### config.mk
export PLATFORM = sky130hd
export DESIGN_NAME = vga_timing_gen
export DESIGN_NICKNAME = d
export VERILOG_FILES = /design/src/rtl/vga_timing_gen.sv
export SDC_FILE = /design/constraint.sdc
export NUM_CORES = 1
export LEC_CHECK = 0
export CORE_UTILIZATION = 59
export CTS_CLUSTER_SIZE = 25
export DETAILED_ROUTE_END_ITERATION = 12
export HOLD_SLACK_MARGIN = 0.05
export PLACE_DENSITY_LB_ADDON = 0.2
export SETUP_SLACK_MARGIN = 0.5
export SYNTH_ARGS = -nofsm -noshare
export SYNTH_HDL_FRONTEND = slang
export SYNTH_SLANG_ARGS = --single-unit
export TNS_END_PERCENT = 1
### constraint.sdc
create_clock -name pix_clk -period 6.4 [get_ports pix_clk]
set_clock_uncertainty 0.2 [all_clocks]
set_input_delay 0.64 -clock pix_clk [delete_from_list [all_inputs] [get_ports pix_clk]]
set_output_delay 0.64 -clock pix_clk [all_outputs]
set_load 0.1 [all_outputs]
### src/rtl/vga_timing_gen.sv
// Parametrised raster timing generator: x/y counters, per-axis phase FSMs, registered controls.
// Optional macro VGA_TIMING_OUT_DLY_EN delays the control outputs one pix_en cycle behind x/y.
module vga_timing_gen #(
    parameter int unsigned H_ACTIVE   = 640,
    parameter int unsigned H_FP       = 16,
    parameter int unsigned H_SYNC     = 96,
    parameter int unsigned H_BP       = 48,
    parameter int unsigned V_ACTIVE   = 480,
    parameter int unsigned V_FP       = 10,
    parameter int unsigned V_SYNC     = 2,
    parameter int unsigned V_BP       = 33,
    parameter bit          H_SYNC_POL = 1'b0,
    parameter bit          V_SYNC_POL = 1'b0,
    parameter int unsigned CNT_W      = 10
) (
    input  logic             pix_clk,
    input  logic             reset,
    input  logic             pix_en,
    output logic             hsync,
    output logic             vsync,
    output logic             de,
    output logic [CNT_W-1:0] x,
    output logic [CNT_W-1:0] y,
    output logic             line_start,
    output logic             frame_start,
    output logic             vblank
);

    localparam int unsigned H_TOTAL = H_ACTIVE + H_FP + H_SYNC + H_BP;
    localparam int unsigned V_TOTAL = V_ACTIVE + V_FP + V_SYNC + V_BP;
    localparam logic [CNT_W-1:0] HLast = CNT_W'(H_TOTAL - 1);
    localparam logic [CNT_W-1:0] VLast = CNT_W'(V_TOTAL - 1);
    localparam bit VBlankRst = (V_FP + V_SYNC + V_BP) != 0;

    typedef enum logic [1:0] {
        PhActive,
        PhFp,
        PhSync,
        PhBp
    } phase_e;

    // Phase entered when the axis counter lands on pos; zero-length phases fall through.
    function automatic phase_e phase_step(input logic [CNT_W-1:0] pos, input phase_e cur,
                                          input int unsigned act, input int unsigned fp,
                                          input int unsigned sync);
        if (pos == '0) begin
            return PhActive;
        end
        if (pos == CNT_W'(act)) begin
            if (fp != 0) return PhFp;
            if (sync != 0) return PhSync;
            return PhBp;
        end
        if (pos == CNT_W'(act + fp)) begin
            if (sync != 0) return PhSync;
            return PhBp;
        end
        if (pos == CNT_W'(act + fp + sync)) begin
            return PhBp;
        end
        return cur;
    endfunction

    // Phase that owns the last position of an axis, used as the reset phase.
    function automatic phase_e phase_last(input int unsigned fp, input int unsigned sync,
                                          input int unsigned bp);
        if (bp != 0) return PhBp;
        if (sync != 0) return PhSync;
        if (fp != 0) return PhFp;
        return PhActive;
    endfunction

    localparam phase_e HPhaseRst = phase_last(H_FP, H_SYNC, H_BP);
    localparam phase_e VPhaseRst = phase_last(V_FP, V_SYNC, V_BP);

    logic [CNT_W-1:0] x_q, x_d;
    logic [CNT_W-1:0] y_q, y_d;
    logic             x_wrap;
    phase_e           h_phase_q, h_phase_d;
    phase_e           v_phase_q, v_phase_d;

    logic hsync_q, vsync_q, de_q, vblank_q, line_start_q, frame_start_q;

    always_comb begin
        x_wrap    = (x_q == HLast);
        x_d       = x_wrap ? '0 : x_q + CNT_W'(1);
        y_d       = y_q;
        v_phase_d = v_phase_q;
        if (x_wrap) begin
            y_d       = (y_q == VLast) ? '0 : y_q + CNT_W'(1);
            v_phase_d = phase_step(y_d, v_phase_q, V_ACTIVE, V_FP, V_SYNC);
        end
        h_phase_d = phase_step(x_d, h_phase_q, H_ACTIVE, H_FP, H_SYNC);
    end

    // Controls are computed from the next position so they land on the same edge as x/y.
    always_ff @(posedge pix_clk) begin
        if (reset) begin
            x_q           <= HLast;
            y_q           <= VLast;
            h_phase_q     <= HPhaseRst;
            v_phase_q     <= VPhaseRst;
            hsync_q       <= ~H_SYNC_POL;
            vsync_q       <= ~V_SYNC_POL;
            de_q          <= 1'b0;
            vblank_q      <= VBlankRst;
            line_start_q  <= 1'b0;
            frame_start_q <= 1'b0;
        end else if (pix_en) begin
            x_q           <= x_d;
            y_q           <= y_d;
            h_phase_q     <= h_phase_d;
            v_phase_q     <= v_phase_d;
            hsync_q       <= (h_phase_d == PhSync) ? H_SYNC_POL : ~H_SYNC_POL;
            vsync_q       <= (v_phase_d == PhSync) ? V_SYNC_POL : ~V_SYNC_POL;
            de_q          <= (h_phase_d == PhActive) && (v_phase_d == PhActive);
            vblank_q      <= (v_phase_d != PhActive);
            line_start_q  <= (x_d == '0);
            frame_start_q <= (x_d == '0) && (y_d == '0);
        end
    end

    assign x = x_q;
    assign y = y_q;

`ifdef VGA_TIMING_OUT_DLY_EN
    // Extra stage lines the controls up with a 1-cycle framebuffer read addressed by x/y.
    logic hsync_dq, vsync_dq, de_dq, vblank_dq, line_start_dq, frame_start_dq;

    always_ff @(posedge pix_clk) begin
        if (reset) begin
            hsync_dq       <= ~H_SYNC_POL;
            vsync_dq       <= ~V_SYNC_POL;
            de_dq          <= 1'b0;
            vblank_dq      <= VBlankRst;
            line_start_dq  <= 1'b0;
            frame_start_dq <= 1'b0;
        end else if (pix_en) begin
            hsync_dq       <= hsync_q;
            vsync_dq       <= vsync_q;
            de_dq          <= de_q;
            vblank_dq      <= vblank_q;
            line_start_dq  <= line_start_q;
            frame_start_dq <= frame_start_q;
        end
    end

    assign hsync       = hsync_dq;
    assign vsync       = vsync_dq;
    assign de          = de_dq;
    assign vblank      = vblank_dq;
    assign line_start  = line_start_dq;
    assign frame_start = frame_start_dq;
`else
    assign hsync       = hsync_q;
    assign vsync       = vsync_q;
    assign de          = de_q;
    assign vblank      = vblank_q;
    assign line_start  = line_start_q;
    assign frame_start = frame_start_q;
`endif

`ifndef SYNTHESIS
    initial begin
        if (64'(H_TOTAL) > (64'd1 << CNT_W)) $error("vga_timing_gen: H_TOTAL exceeds 2^CNT_W");
        if (64'(V_TOTAL) > (64'd1 << CNT_W)) $error("vga_timing_gen: V_TOTAL exceeds 2^CNT_W");
        if (H_ACTIVE == 0) $error("vga_timing_gen: H_ACTIVE must be non-zero");
        if (V_ACTIVE == 0) $error("vga_timing_gen: V_ACTIVE must be non-zero");
    end
`endif

endmodule

Yosys cells after proc, flatten, opt, wreduce, memory -nomap -nowiden
Index checks and enable logic that the tools add are counted.

operators by class
  eq/ne operators = 10
  mux-type cells = 71
  add/sub/neg operators = 2
  reduce and logical (&&, ||, !) cells = 8

operator list
  kind                   number
  $eq 10x10->1 const B   5
  $mux 1                 49
  $mux 2                 19
  $eq 10x9->1 const B    3
  $logic_not 10->1       3
  $mux 10                3
  $add 10x1->10 const B  2
  $eq 2x2->1 const B     2
  $logic_not 2->1        2
  $logic_and 1x1->1      2
  $reduce_bool 2->1      1

storage, ports and cells
  register bits after elaboration = 30
  logic and storage cells = 101
  input port bits = 3
  output and inout bits = 26

Longest topological paths before layout
Gate-level depths: netlist of run 1.

  depth in word-level cells = 23
  gate-level depth with buffers = 10
  mapped depth without buffers = 9

Least setup slack after synthesis of run 1
Ideal clock, no wire load.

  path type = register to register
  start point = register y_q[0] (netlist: y[0])
  end point = register vblank_q (netlist: vblank)
  arrival time = 3.288 ns
  cell stages (with the launch flop) = 11
  setup time = 0.120 ns
  data required time = 6.080 ns
  period minus slack after synthesis = 3.608 ns
  slack = 2.792 ns
  buffers on the path = 1
  cells stage by stage = dfxtp_1 buf_2 inv_1 ha_1 or4b_1 o22ai_1 a21oi_1 or4_1 o21ai_1 o31ai_1 a211o_1

between the ends
  longest elaborated chain between the ends = 14
  elaborated cells on any way between the ends = 30
  those cells by class = add/sub (1); eq/ne (4); mux (23); reduce/logical (2)

RTL lines
  what                                                  line  RTL
  start: declaration                                    77    logic [CNT_W-1:0] y_q, y_d;
  start signal: assignment                              100   y_q <= VLast;
  start signal: assignment                              111   y_q <= y_d;
  $add 10x1->10 / $eq 10x10->1 (equally long branches)  90    y_d = (y_q == VLast) ? '0 : y_q + CNT_W'(1);
  $mux 10 *                                             90
  $eq 10x9->1                                           58    if (pos == CNT_W'(act + fp + sync)) begin
  $mux 1 (2 in a row)                                   58
  $mux 1                                                54    if (pos == CNT_W'(act + fp)) begin
  $mux 1                                                49    if (pos == CNT_W'(act)) begin
  $mux 1                                                89    if (x_wrap) begin
  $mux 2                                                61    return cur;
  $mux 2                                                58
  $mux 2                                                54
  $mux 2 *                                              49
  $mux 2 *                                              89
  $reduce_bool 2->1 *                                   117   vblank_q <= (v_phase_d != PhActive);
  end signal: assignment                                106   vblank_q <= VBlankRst;
  end signal: assignment                                117
  end: declaration                                      82    logic hsync_q, vsync_q, de_q, vblank_q, line_start_q, frame_start_q;

Every way passes the cells marked *; elsewhere a longest branch is shown, timed or not. The select of a mux whose other input is x is not followed.
A chain may end at the register's enable or synchronous reset.

Final worst setup path of run 1
  start point = register x_q[0] (netlist: x[0])
  end point = register vblank_q (netlist: vblank)

between the ends
  longest elaborated chain between the ends = 3

RTL lines
  what                      line  RTL
  start: declaration        76    logic [CNT_W-1:0] x_q, x_d;
  start signal: assignment  99    x_q <= HLast;
  $eq 10x10->1              85    x_wrap = (x_q == HLast);
  $mux 2                    89
  $reduce_bool 2->1         117

No other way between the ends.

==> impl_metrics.py, run 1 <==
metrics = {
    "run_status": {
        "status": "completed",
    },
    "critical_path": {
        "cpMostUsedCell": "and4_1",
        "max_stage_delay_ns": 0.54,
        "slowest_stage": "and4_1",
        "critPathArrivalTime_ns": 3.38,
        "crit_fanout": 11,
        "critPathBufInv": 0,
        "critPathRequiredTime_ns": 6.43,
        "cp-end-kind": "flop",
        "cp-start-kind": "flop",
        "path_cells": "ha_1 > and4_1 > and4_1 > nand4_1 > or4_1 > a22oi_1 > o31ai_1 > a211o_1",
        "worstSetupPathType": "flop to flop",
        "crit_family": "simple AND/OR/NAND/NOR gates",
    },
    "routing": {
        "drt_iter0_markers": 171,
        "dr_total_vias": 2063,
        "ant_nets": 0,
        "firstDrtPassIters": 4,
        "drc": 0,
        "routed_via_density": 6.29,
        "avgRoutedWirePerCell_um": 14.8,
        "routed_wl_mm": 4.86,
    },
    "grt": {
        "grt_busiest_layer": "met1",
        "grt_use_met1": 0.395,
        "grt_max_degree": 20,
        "grt_first_pass_wirelength_mm": 8.34,
        "grt_use_met2": 0.383,
        "global_route.overflow_total": 0,
        "antenna_found_initial": 0,
        "groute.layer.met3.usage": 0.0478,
        "grtUsageTotal": 0.271,
        "grt_pass1_vias": 1793,
    },
    "synthesis": {
        "synth-seq-area-share": 0.281,
        "synth_edf_count": 0,
        "ys_types": 64,
        "yosysMostFrequentCell": "dfxtp_1",
        "avgSynthCellArea_um2": 7.90,
        "syn_area_um2": 2140,
        "synthTopCellsByCount": "dfxtp_1, nor2_1, nand2_1",
        "synth_top_area_frac": 0.281,
        "synth_nets": 278,
        "synthArstFlopShare": 0,
        "yosysWarnings": 0,
        "synth.largest_area_cell": "dfxtp_1",
        "synth-main-ff-cell": "dfxtp_1",
        "synth_area_leaders": "dfxtp_1, xnor2_1, a21oi_1, nor2_1, nand2_1",
        "synth_seq_cells": 30,
        "syn_inst": 271,
    },
    "sta": {
        "finalSetupTns_ns": 0,
        "period_needed_ns": 3.35,
        "max_freq_mhz": 299,
        "worst_slack_ns": 3.05,
        "relSlewSlack": 0.348,
        "rsz0062_at_grt": "false",
        "final_max_slew_viol_count": 0,
        "worst_pin_slew_ns": 0.975,
        "finalHoldViolCount": 0,
        "final-setup-viol-count": 0,
        "finalCritPeriodShare": 0.523,
    },
    "cells_and_area": {
        "nets": 289,
        "nFillCells": 299,
        "drive_above_1_share": 0.0461,
        "multi_input_comb_area_um2": 1390,
        "regArea_um2": 601,
        "final_area_um2": 2400,
        "antennaDiodeCount": 0,
        "area_growth_pct": 12.2,
    },
    "power": {
        "powerDensity_nw_per_um2": 242,
        "intPower_uw": 316,
        "swShare": 0.457,
        "p_clk_frac": 0.184,
        "seqPwrFrac": 0.385,
        "leakagePower_uw": 0.000832,
        "peakVddDrop_v": 0.000152,
        "power.share.combinational": 0.432,
        "p_sw_uw": 266,
    },
    "clocking": {
        "clk_pin_slew_worst_paths_ns": 0.09,
        "cts_tree": "yes",
        "clk_path_buf_depth": 2,
        "ctsResizeCount": 0,
        "clock-sinks": 30,
        "clk-insertion-delay-late_ns": 0.34,
        "numCtsBuffers": 5,
        "cts_hold_buffers": 0,
        "post_cts_buffers": 0,
        "h-tree-depth": 2,
        "cts_root_buf": "clkbuf_4",
    },
    "placed_design": {
        "io_buffers": 28,
        "place_congestion": 0.893,
        "hpwl_mm": 3.30,
        "placed_cell_area_um2": 2360,
        "dpl_worst_slack_ns": 3.13,
    },
    "run": {
        "cap_violations": 0,
    },
    "floorplan": {
        "io_pins": 29,
        "die-area_um2": 3870,
        "initial_core_util": 0.627,
        "num_rows": 21,
        "die_w_um": 62.2,
        "die_y_um": 62.2,
        "coreArea_um2": 3420,
    },
    "min_path": {
        "hold_path_class": "flop to flop",
    },
}
[metrics by stage]
| step | utilization | power [uW] | cells | hold slack (ns) |
|---|---|---|---|---|
| global route | 0.703 | 612 | 328 | 0.318 |
| detailed placement | 0.690 | 475 | 321 | 0.263 |
| CTS | 0.703 | 583 | 328 | 0.287 |
| global placement | 0.690 | 474 | 321 | 0.259 |
| floorplan | - | 431 | 271 | 0.241 |
| finish | 0.703 | 582 | 328 | 0.278 |
[cells by family after synthesis]
logic type | share of synthesized area
compound gates | 0.248
xor+xnor | 0.0736
fa+ha+maj | 0.0234
buf+inv | 0.0690
flops | 0.281
mux | 0.0234
simple gates | 0.282
[state kept, by name (all words and copies together), names as in the netlist]
name	cells
de	1
x	10
line_start	1
h_phase_q	2
y	10
v_phase_q	2
vsync	1
frame_start	1
hsync	1
vblank	1
[layout by cell type (no fill, tap or decap), types with 2 or more instances in the layout]
cell type,synthesis,layout
or4_1,4,4
or2_1,2,2
a21oi_1,17,17
o31a_1,2,2
mux2i_1,5,5
nand4_1,7,7
o22ai_1,3,3
and4_1,4,4
o21ai_0,9,9
nor4_1,2,2
or3_1,4,4
ha_1,4,4
o31ai_1,5,5
nor3_1,13,13
a211oi_1,2,2
and3_1,5,5
dfxtp_1,30,30
nand3_1,11,11
nor2_1,21,21
a31oi_1,5,5
clkdlybuf4s50_1,0,28
nor2b_1,2,2
a21o_1,2,2
a211o_1,5,5
clkbuf_4,0,5
inv_1,6,6
xnor2_1,13,13
o211ai_1,4,4
xor2_1,5,5
nand2_1,20,20
nand2b_1,4,4
a41oi_1,2,2
clkbuf_1,10,2
[power by group through the flow]
stage / Sequential (uW) / Clock [uW] / Combinational [uW]
floorplan: 292 / 0 / 138
global placement: 227 / 0 / 246
detailed placement: 228 / 0 / 247
CTS: 224 / 110 / 250
global route: 228 / 116 / 268
finish: 224 / 107 / 251
[path summary, 6_finish.rpt]
check	from	endpoint	slack (ns)	depth (start not counted)
worst min-delay path	vblank	vblank	0.28	1
worst min register to register	vblank	vblank	0.28	1
worst max-delay path	x[0]	vblank	3.05	8
worst max register to register	x[0]	vblank	3.05	8
[worst reg2reg max path, cell delays in order, from the launching register on]
cell	delay (ns)
dfxtp_1	0.45
ha_1	0.31
and4_1	0.51
and4_1	0.54
nand4_1	0.13
or4_1	0.41
a22oi_1	0.27
o31ai_1	0.16
a211o_1	0.25
[per-layer routing]
metal | vias to the layer above | routed length (um)
met5 | - | 0
met4 | 0 | 100
met3 | 11 | 307
met2 | 78 | 2010
met1 | 947 | 2440
li1 | 1027 | -
[final cells by class]
type                    count  share of cell area
repair buffers             28               0.117
inverters                   7              0.0109
well taps                  46              0.0240
flip-flops and latches     30               0.250
multi-input cells         210               0.580
clock buffers               7              0.0188
No activity file was read; power rests on OpenSTA's default activity.
==> run 2, diff against run 1 <==
CORE_UTILIZATION = 50   (was 59)
clock period = 2.8 ns   (was 6.4 ns; I/O delays follow)
==> impl_metrics.py, run 2 (synthesis results as in run 1) <==
metrics = {
    "run_status": {
        "status": "completed",
    },
    "clocking": {
        "h-tree-depth": 2,
        "cts_root_buf": "clkbuf_8",
        "clk_pin_slew_worst_paths_ns": 0.06,
        "clk-insertion-delay-late_ns": 0.28,
        "cts_tree": "yes",
        "numCtsBuffers": 5,
        "cts_hold_buffers": 0,
        "clk_path_buf_depth": 2,
        "clock-sinks": 30,
    },
    "placed_design": {
        "dp.cells": 339,
        "io_buffers": 28,
        "place_congestion": 0.917,
        "hpwl_mm": 3.72,
        "placed_cell_area_um2": 2480,
    },
    "critical_path": {
        "cp-end-kind": "flop",
        "worstSetupPathType": "flop to flop",
        "reg2regPathDepth": 9,
        "critPathBufInv": 1,
        "critPathRequiredTime_ns": 2.79,
        "crit_fanout": 3,
        "critPathArrivalTime_ns": 2.59,
        "slowest_stage": "or4b_4",
        "path_cells": "inv_2 > ha_4 > or4b_4 > o22ai_4 > a21oi_2 > or4_4 > o21ai_4 > nor2_1 > o41ai_2",
        "cp-start-kind": "flop",
        "cp.depth": 9,
        "crit_family": "simple AND/OR/NAND/NOR gates",
        "max_stage_delay_ns": 0.53,
    },
    "sta": {
        "rsz0062_at_grt": "true",
        "final-setup-viol-count": 0,
        "whs_ns": 0.281,
        "finalHoldViolCount": 0,
        "max_freq_mhz": 385,
        "relSlewSlack": 0.685,
        "final_max_slew_viol_count": 0,
        "finalCritPeriodShare": 0.928,
        "period_needed_ns": 2.60,
        "worst_pin_slew_ns": 0.469,
    },
    "floorplan": {
        "coreArea_um2": 4060,
        "die_y_um": 67.4,
        "initial_core_util": 0.528,
        "num_rows": 23,
        "die_w_um": 67.4,
        "io_pins": 29,
        "die-area_um2": 4550,
    },
    "run": {
        "cap_violations": 0,
    },
    "power": {
        "leakagePower_uw": 0.00107,
        "powerDensity_nw_per_um2": 542,
        "peakVddDrop_v": 0.000297,
    },
    "cells_and_area": {
        "drive_above_1_share": 0.372,
        "nets": 318,
        "antennaDiodeCount": 0,
        "final_common_cell": "buf_4",
        "area_growth_pct": 31.2,
        "final_area_um2": 2810,
        "final_cells": 362,
        "mostFrequentLayoutCells": "buf_4, nand2_1, nor2_1, a21oi_1, dfxtp_2",
    },
    "grt": {
        "global_route.overflow_total": 0,
        "grt_pass1_vias": 1860,
        "grt_max_degree": 19,
        "grtUsageTotal": 0.258,
        "antenna_found_initial": 0,
        "grt_first_pass_wirelength_mm": 8.94,
    },
    "routing": {
        "routed_wl_mm": 6.03,
        "drt_iter0_markers": 194,
        "firstDrtPassIters": 7,
        "drc": 0,
        "routed_via_density": 6.21,
        "avgRoutedWirePerCell_um": 16.6,
        "dr_total_vias": 2248,
        "ant_nets": 0,
    },
    "min_path": {
        "min_path_cells": 1,
        "hold_path_class": "flop to flop",
    },
}
run 2: final timing paths:
path | from | end | slack (ns)
max | y[1] | de | 0.20
min | vblank | vblank | 0.28
max reg2reg | y[1] | de | 0.20
min reg2reg | vblank | vblank | 0.28
run 2: stage by stage:
step / TNS, ns / worst slack, ns / total power, uW / util
finish: 0 / 0.202 / 1520 / 0.692
global route: 0 / 0.101 / 1590 / 0.692
CTS: 0 / 0.123 / 1500 / 0.662
detailed placement: 0 / 0.0535 / 1130 / 0.612
global placement: 0 / 0.0663 / 1120 / 0.612
floorplan: -0.167 / -0.0622 / 995 / -
run 2: layout make-up:
class | count | area [um^2]
sequential | 30 | 641
timing repair buffer | 57 | 444
clock buffer | 6 | 72.6
inverter | 7 | 28.8
tap | 50 | 62.6
multi-input combinational | 210 | 1550
clock inverter | 2 | 8.76
fill | 316 | 1250
run 2: power by group:
group	switching (uW)	total, uW	internal, uW
logic	449	675	227
clock network	164	334	170
registers	53.8	513	459
run 2: per-layer routing:
metal	part of all wire	track usage	vias to the layer above
li1	-	-	1086
met1	0.45	0.371	1047
met2	0.45	0.386	101
met3	0.073	0.0507	14
met4	0.022	0.0718	0
met5	0	0	-
run 2: what timing repair did:
item,CTS,global route
gates resized for setup,13,21
buffers inserted,11,4
pin swaps,8,15
endpoints found under the setup margin,18,18
